$ cat config.mk
export PLATFORM = sky130hd
export DESIGN_NAME = jk_mod_counter
export DESIGN_NICKNAME = d
export VERILOG_FILES = /design/src/rtl/jk_mod_counter_pkg.sv /design/src/rtl/jk_mod_counter_jk_cell.sv /design/src/rtl/jk_mod_counter.sv
export SDC_FILE = /design/constraint.sdc
export NUM_CORES = 1
export LEC_CHECK = 0
export CORE_AREA = 4 4 41 43
export CTS_CLUSTER_DIAMETER = 60
export DETAILED_ROUTE_END_ITERATION = 12
export DIE_AREA = 0 0 45 47
export HOLD_SLACK_MARGIN = 0.03
export MAX_ROUTING_LAYER = met4
export PLACE_DENSITY = 0.6
export SYNTH_ARGS = -nofsm -noshare
export SYNTH_HDL_FRONTEND = slang
export SYNTH_SLANG_ARGS = --single-unit
$ cat constraint.sdc
create_clock -name clk -period 1.5 [get_ports clk]
set_clock_uncertainty 0.2 [all_clocks]
set_input_delay 0.3 -clock clk [delete_from_list [all_inputs] [get_ports clk]]
set_output_delay 0.3 -clock clk [all_outputs]
set_load 0.05 [all_outputs]
$ cat src/rtl/jk_mod_counter_pkg.sv
// -----------------------------------------------------------------------------
// jk_mod_counter_pkg
// Shared definitions for the JK-cell based modulo counter.
//   - JK_* : two-bit {J,K} codes understood by jk_cell
//   - jk_force() : returns the {J,K} code that drives a cell to a given bit
//     value in one edge, regardless of its present state
// -----------------------------------------------------------------------------
package jk_mod_counter_pkg;

    localparam logic [1:0] JK_HOLD = 2'b00;
    localparam logic [1:0] JK_CLR  = 2'b01;
    localparam logic [1:0] JK_SET  = 2'b10;
    localparam logic [1:0] JK_TOG  = 2'b11;

    // Set/clear code that lands a cell on value b independent of its current Q.
    function automatic logic [1:0] jk_force(input logic b);
        logic [1:0] code;
        if (b) begin
            code = JK_SET;
        end else begin
            code = JK_CLR;
        end
        return code;
    endfunction

endpackage

$ cat src/rtl/jk_mod_counter_jk_cell.sv
// -----------------------------------------------------------------------------
// jk_cell
// One JK flip-flop with synchronous active-high reset to Q=0.
// Ports:
//   clk  in  clock, state changes on rising edge
//   rst  in  synchronous active-high reset (Q=0)
//   j    in  J input
//   k    in  K input
//   q    out registered state
//   qn   out complement of q
// -----------------------------------------------------------------------------
module jk_cell
    import jk_mod_counter_pkg::*;
(
    input  logic clk,
    input  logic rst,
    input  logic j,
    input  logic k,
    output logic q,
    output logic qn
);

    logic r_q;

    // JK state update: hold / clear / set / toggle, reset has priority.
    always_ff @(posedge clk) begin
        if (rst) begin
            r_q <= 1'b0;
        end else begin
            case ({j, k})
                JK_HOLD: r_q <= r_q;
                JK_CLR:  r_q <= 1'b0;
                JK_SET:  r_q <= 1'b1;
                JK_TOG:  r_q <= ~r_q;
                default: r_q <= r_q;
            endcase
        end
    end

    assign q  = r_q;
    assign qn = ~r_q;

endmodule

$ cat src/rtl/jk_mod_counter.sv
// -----------------------------------------------------------------------------
// jk_mod_counter
// Synchronous modulo-MODULUS up/down counter built from WIDTH JK cells.
// Every state bit is a jk_cell; this level only generates the J/K pairs,
// decodes terminal count and registers the wrap pulse.
// Parameters:
//   WIDTH    number of state bits / JK cells
//   MODULUS  count range 0..MODULUS-1, 2 <= MODULUS <= 2**WIDTH
// Ports:
//   clk   in   clock
//   rst   in   synchronous active-high reset (q=0, wrap=0)
//   en    in   count enable
//   up    in   1 = increment, 0 = decrement
//   load  in   synchronous parallel load (out-of-range value loads 0)
//   d     in   parallel load value
//   q     out  current count (Q of each JK cell)
//   tc    out  combinational terminal count, look-ahead of a wrap
//   wrap  out  registered pulse, high for the cycle following a wrap edge
// -----------------------------------------------------------------------------
module jk_mod_counter
    import jk_mod_counter_pkg::*;
#(
    parameter int WIDTH   = 4,
    parameter int MODULUS = 10
) (
    input  logic             clk,
    input  logic             rst,
    input  logic             en,
    input  logic             up,
    input  logic             load,
    input  logic [WIDTH-1:0] d,
    output logic [WIDTH-1:0] q,
    output logic             tc,
    output logic             wrap
);

    // Top count value, truncated to WIDTH bits so MODULUS=2**WIDTH works.
    localparam logic [WIDTH-1:0] MAX = WIDTH'(MODULUS - 1);

    logic [WIDTH-1:0] w_j;
    logic [WIDTH-1:0] w_k;
    logic [WIDTH-1:0] w_qn;
    logic [WIDTH-1:0] w_up_mask;
    logic [WIDTH-1:0] w_dn_mask;
    logic             w_run_up;
    logic             w_run_dn;
    logic             w_at_max;
    logic             w_at_zero;
    logic             w_load_oor;
    logic             w_wrap_next;
    logic             r_wrap;

    assign w_at_max   = (q == MAX);
    assign w_at_zero  = (q == {WIDTH{1'b0}});
    // d > MAX is the same as d >= MODULUS but stays within WIDTH bits.
    assign w_load_oor = (d > MAX);

    // Toggle masks: a bit toggles up when all lower bits are 1, down when all
    // lower bits are 0 (read from the cells' QN outputs).
    always_comb begin
        w_up_mask = {WIDTH{1'b0}};
        w_dn_mask = {WIDTH{1'b0}};
        w_run_up  = 1'b1;
        w_run_dn  = 1'b1;
        for (int i = 0; i < WIDTH; i++) begin
            w_up_mask[i] = w_run_up;
            w_dn_mask[i] = w_run_dn;
            w_run_up     = w_run_up & q[i];
            w_run_dn     = w_run_dn & w_qn[i];
        end
    end

    // Next J/K selection: load > count (wrap or toggle) > hold.
    always_comb begin
        w_j         = {WIDTH{1'b0}};
        w_k         = {WIDTH{1'b0}};
        w_wrap_next = 1'b0;
        if (load) begin
            for (int i = 0; i < WIDTH; i++) begin
                if (w_load_oor) begin
                    {w_j[i], w_k[i]} = JK_CLR;
                end else begin
                    {w_j[i], w_k[i]} = jk_force(d[i]);
                end
            end
        end else if (en) begin
            if (up) begin
                if (w_at_max) begin
                    // Wrap to 0 by clearing every bit directly.
                    w_wrap_next = 1'b1;
                    for (int i = 0; i < WIDTH; i++) begin
                        {w_j[i], w_k[i]} = JK_CLR;
                    end
                end else begin
                    w_j = w_up_mask;
                    w_k = w_up_mask;
                end
            end else begin
                if (w_at_zero) begin
                    // Wrap to MAX by forcing each bit to its target value.
                    w_wrap_next = 1'b1;
                    for (int i = 0; i < WIDTH; i++) begin
                        {w_j[i], w_k[i]} = jk_force(MAX[i]);
                    end
                end else begin
                    w_j = w_dn_mask;
                    w_k = w_dn_mask;
                end
            end
        end else begin
            w_j = {WIDTH{1'b0}};
            w_k = {WIDTH{1'b0}};
        end
    end

    // State bits: one JK cell per bit.
    for (genvar g = 0; g < WIDTH; g++) begin : g_cell
        jk_cell u_cell (
            .clk (clk),
            .rst (rst),
            .j   (w_j[g]),
            .k   (w_k[g]),
            .q   (q[g]),
            .qn  (w_qn[g])
        );
    end

    assign tc = en & ~load & ((up & w_at_max) | (~up & w_at_zero));

    // Wrap pulse register: captures the wrap decision of the current edge.
    always_ff @(posedge clk) begin
        if (rst) begin
            r_wrap <= 1'b0;
        end else begin
            r_wrap <= w_wrap_next;
        end
    end

    assign wrap = r_wrap;

endmodule

==> results of run 1 <==
-- metal layers --
metal	vias to the layer above	share of wire [%]	global-route usage, %
met4	0	1.4	7.02
li1	238	-	-
met3	2	7.9	5.75
met2	14	51	20.9
met1	206	40	11.8
met5	-	0	-
-- final cells by class --
type / instances / share of cell area [%]
Tap cell: 15 / 2.43
Sequential cell: 5 / 14.2
Clock buffer: 4 / 3.40
Timing Repair Buffer: 29 / 39.5
Multi-Input combinational cell: 37 / 39.5
Inverter: 2 / 0.971
-- how the worst min path moves through the flow --
| stage | slack, ps | to | cells after the start |
|---|---|---|---|
| finish | 430 | wrap | 4 |
| global route | 440 | wrap | 4 |
| CTS | 410 | g_cell[0].u_cell.q | 4 |
| detailed placement | 550 | wrap | 1 |
| global placement | 550 | wrap | 1 |
| floorplan | 160 | g_cell[0].u_cell.q | 1 |
-- flip-flops by register name, summed over array words and instances (netlist names) --
signal / flops
wrap: 1
g_cell.u_cell.q: 4
-- synthesized netlist by cell type (2+ instances only) --
library cell / n
nor2_1: 5
a31oi_1: 2
xnor2_1: 2
nor4_1: 2
a2111oi_0: 2
inv_1: 2
a211o_1: 2
nand3b_1: 2
o21ai_0: 5
buf_6: 2
buf_4: 4
nor3_1: 4
dfxtp_1: 5
-- report_power, final --
group,total (mW),internal [mW],switching (mW)
logic,0.214,0.115,0.0993
registers,0.158,0.142,0.0165
clock network,0.163,0.101,0.0618
total,0.535,0.358,0.178
-- logic make-up after synthesis --
kind of cell | after synthesis | share of synthesized area, %
buffers and inverters | 9 | 15.8
AND/OR/NAND/NOR | 21 | 31.7
XOR/XNOR | 2 | 4.35
flip-flops | 5 | 24.8
AO/OA/AOI/OAI | 14 | 23.3
-- worst reg2reg max path, stage by stage (launching register included) --
cell and delay [ps]:
dfxtp_4 360, buf_4 160, nor4_2 300, a21oi_1 90
nor4b_2 250, nor3_1 70
-- timing repair --
item,4_1_cts,5_1_grt
setup endpoints to repair,7,4
buffers inserted,1,0
gates resized for setup,11,7
hold buffers,0,0
pin swaps,2,0
==> qor.yml, run 1 <==
critPathTopFamily: "flip-flops"
mostFrequentLayoutCells: "buf_4, buf_12, o21ai_0, clkdlybuf4s50_1, nor2_1"
crit_path_top_delay_cell: "dfxtp_4"
place_area_sq_um: 688
fillCellCount: 131
grt_max_degree: 12
grt_pass1_wl_microns: 1760
dp_slack_ps: -614
core-area_sq_um: 1300
cts_made_buffers: 3
antenna_found_initial: 0
synth_cells: 51
port_buffers: 14
post-dp-hpwl_microns: 845
design_area_sq_um: 773
hp-class: "in2reg"
clkTransAtPathRegs_ps: 50
wl_microns: 1110
worstSetupPathType: "reg2out"
stdcell_count: 92
final_common_cell: "buf_4"
wl_per_cell_microns: 12.1
yosys.area.top_type: "dfxtp_1"
cp.depth: 4
die_height_microns: 47
clk_latency_ps: 250
ys_warn_count: 0
drc: 0
fmax_mhz: 582
hold_viol_final: 0
status: "complete, but fails checks"
drtIter0Drc: 5
hold_path.startpoint: "load"
leakage_nw: 0.304
cp.buffers_inverters: 1
max_stage_delay_ps: 370
cts_max_level: 1
final_max_slew_viol_count: 0
fin_util_pct: 59.4
drtAntennaViolNets: 0
path_cells: "and2_4 -> a21oi_2 -> nor4_4 -> buf_12"
rr_endpoint: "g_cell[3].u_cell.q"
crit_required_ps: 1000
grt_util_all_layers_pct: 12.5
dr_total_vias: 460
synth_edf_count: 0
worstMarginPinSlew_ps: 358
slew_headroom_pct: 75.5
core.rowCount: 13
start_util_pct: 31.0
rsz0062_at_grt: "yes"
die-area_sq_um: 2120
ys_types: 25
multi_input_area_sq_um: 305
vdd_ir_drop_max_v: 0.000374
cts_buffer_depth: 2
fin_ws_ps: -218
syn_area_sq_um: 403
synth_area_leaders: "dfxtp_1, buf_4, o21ai_0, buf_6, nor3_1"
violations: "setup timing"
overflow: 0
end_kind: "primary output"
viasPerCell: 5.00
synthesis.nets: 60
syn_avg_cell_area_sq_um: 7.90
dp_cells: 87
first_pass_iters: 3
grt_pass1_vias: 440
nets: 87
drive_above_1_share_pct: 51.9
die_w_microns: 45
hold_ws_ps: 427
start_kind: "flop"
cp.arrival_ps: 1220
fin_crit_ps: 1720
cap_violations: 0
crit_end: "tc"
ctsRootBufferMaster: "clkbuf_4"
regArea_sq_um: 110
path_max_fanout: 4
setup_viol: 2
synth_ff_type: "dfxtp_1"
fin_crit_sh_pct: 115
ys_async_sr_fraction_pct: 0
r2r-start: "g_cell[0].u_cell.q"
ff2ff_path_depth: 5
area_growth_pct: 91.9
timing.setup.tns_ps: -271
io_pins: 15
place_congestion: 0.800
totalPowerFinal_uw: 535
cts_tree: "built"
ys_seq_area_share_pct: 24.8
diodes: 0
crit_start: "g_cell[0].u_cell.q"
yosys.area.top_type_share_pct: 24.8
power.density_nw_per_um2: 692
reg2reg_slack_ps: -50
cts_sinks: 5
ys_seq_elements: 5
No activity file was read; power rests on OpenSTA's default activity.
==> run 2, diff against run 1 <==
--- a/config.mk
+++ b/config.mk
@@ -9,9 +9,10 @@
 export CTS_CLUSTER_DIAMETER = 60
 export DETAILED_ROUTE_END_ITERATION = 12
 export DIE_AREA = 0 0 45 47
+export DONT_BUFFER_PORTS = 1
 export HOLD_SLACK_MARGIN = 0.03
 export MAX_ROUTING_LAYER = met4
-export PLACE_DENSITY = 0.6
+export PLACE_DENSITY = 0.44
 export SYNTH_ARGS = -nofsm -noshare
 export SYNTH_HDL_FRONTEND = slang
 export SYNTH_SLANG_ARGS = --single-unit
==> qor.yml, run 2 (same netlist as run 1, synthesis figures left out) <==
p_sw_share_pct: 33.7  # +0.50 points
wl_microns: 1140  # +2.7%
first_pass_iters: 4  # +1
pwr-share-seq_pct: 33.9  # +4.3 points
nets: 70  # -20%
worstSetupPathType: "reg2out"
end_kind: "primary output"
core-area_sq_um: 1300  # unchanged
place_congestion: 0.807  # +0.98%
port_buffers: 0  # -14
mostFrequentLayoutCells: "buf_4, o21ai_0, nor2_1, clkbuf_4"
slew_headroom_pct: 68.4  # -7.1 points
violations: "setup timing"
die-area_sq_um: 2120  # unchanged
diodes: 0  # unchanged
fmax_mhz: 561  # -3.6%
grt_pass1_vias: 390  # -11%
cap_violations: 0  # unchanged
cp.arrival_ps: 1280  # +60 ps
power.density_nw_per_um2: 818  # +18%
rsz0062_at_grt: "yes"
leakage_nw: 0.198  # -35%
grt_pass1_wl_microns: 1600  # -9.0%
vdd_ir_drop_max_v: 0.000380  # +1.7%
start_util_pct: 31.0  # unchanged
core.rowCount: 13  # unchanged
area_growth_pct: 40.1
dr_total_vias: 416  # -9.6%
grt_max_degree: 13  # +1
setup_viol: 3  # +1
cts_setup_buffers: 0  # -1
crit_required_ps: 1000  # about the same
ctsRootBufferMaster: "clkbuf_4"
p_sw_uw: 155  # -13%
cts_sinks: 5  # unchanged
drtAntennaViolNets: 0  # unchanged
clkTransAtPathRegs_ps: 40  # about the same
p_int_uw: 306  # -14%
antenna_found_initial: 0  # unchanged
pwr-share-comb_pct: 31.2  # -8.8 points
start_kind: "flop"
drtIter0Drc: 12  # +7
fin_util_pct: 43.4  # -16 points
viasPerCell: 5.55  # +11%
status: "complete, but fails checks"
path_max_fanout: 5  # +1
final_common_cell: "buf_4"
io_pins: 15  # unchanged
clkPwrFrac_pct: 34.9  # +4.5 points
clk_latency_ps: 250  # about the same
hold_ws_ps: 34.6  # -392 ps
largest_reg_flops: 4  # unchanged
cts_buffer_depth: 2  # unchanged
hp-class: "in2reg"
post-dp-hpwl_microns: 850  # +0.56%
die_height_microns: 47  # unchanged
dp_slack_ps: -96.9  # +517 ps
cts_tree: "built"
drive_above_1_share_pct: 43.3  # -8.6 points
cts_max_level: 1  # unchanged
die_w_microns: 45  # unchanged
cts_made_buffers: 3  # unchanged
worstMarginPinSlew_ps: 474  # +116 ps
wl_per_cell_microns: 15.2  # +26%
fin_crit_ps: 1780  # +64.0 ps
overflow: 0  # unchanged
grt_util_all_layers_pct: 11.1  # -1.4 points
fin_crit_sh_pct: 119  # +4.3 points
hold_viol_final: 0  # unchanged
final_max_slew_viol_count: 0  # unchanged
drc: 0  # unchanged
fin_ws_ps: -282  # -64.0 ps
[run 2: layout make-up]
cell class / instances / area (sq um)
clock buffers: 4 / 26.3
well taps: 15 / 18.8
inverters: 2 / 7.51
flip-flops and latches: 5 / 109
fillers: 145 / 737
multi-input cells: 37 / 292
repair buffers: 12 / 111
[run 2: critical path: stages, from the launching register on]
cell	delay, ps
dfxtp_4	370
and2_4	160
a21oi_2	70
nor4_4	260
buf_12	180
[run 2: final timing paths]
| kind | cells past startpoint | slack [ps] | from | end |
|---|---|---|---|---|
| setup / recovery | 4 | -280 | g_cell[0].u_cell.q | tc |
| hold / removal | 2 | 30 | load | g_cell[1].u_cell.q |
| setup reg to reg | 5 | -30 | g_cell[0].u_cell.q | g_cell[1].u_cell.q |
| hold reg to reg | 3 | 520 | g_cell[1].u_cell.q | g_cell[1].u_cell.q |
[run 2: per-layer routing]
metal	global-route usage (%)	part of all wire, %	vias to the layer above
met5	-	0	-
met4	7.02	2.2	0
met3	3.83	10	5
met2	16.7	47	19
met1	12.4	40	187
li1	-	-	205
[run 2: timing repair]
item / 4_1_cts / 5_1_grt
resized for setup: 5 / 8
pin swaps: 2 / 0
endpoints found under the hold margin: 5 / 0
hold buffers: 2 / 0
endpoints found under the setup margin: 5 / 5
[run 2: power groups by stage]
stage               Combinational [mW]  Clock, mW  Sequential, mW
floorplan                        0.104          0           0.155
global placement                 0.123          0           0.156
detailed placement               0.124          0           0.157
CTS                              0.134      0.163           0.157
global route                     0.153      0.171           0.158
finish                           0.144      0.161           0.157
[run 2: metrics by stage]
step,instances,power [mW],TNS (ps),area (sq um)
after floorplan,51,0.259,-495,420
after global placement,69,0.279,-66.7,470
after detailed placement,69,0.280,-115,470
after CTS,75,0.454,-328,531
after global routing,75,0.482,-590,564
final,75,0.461,-330,564
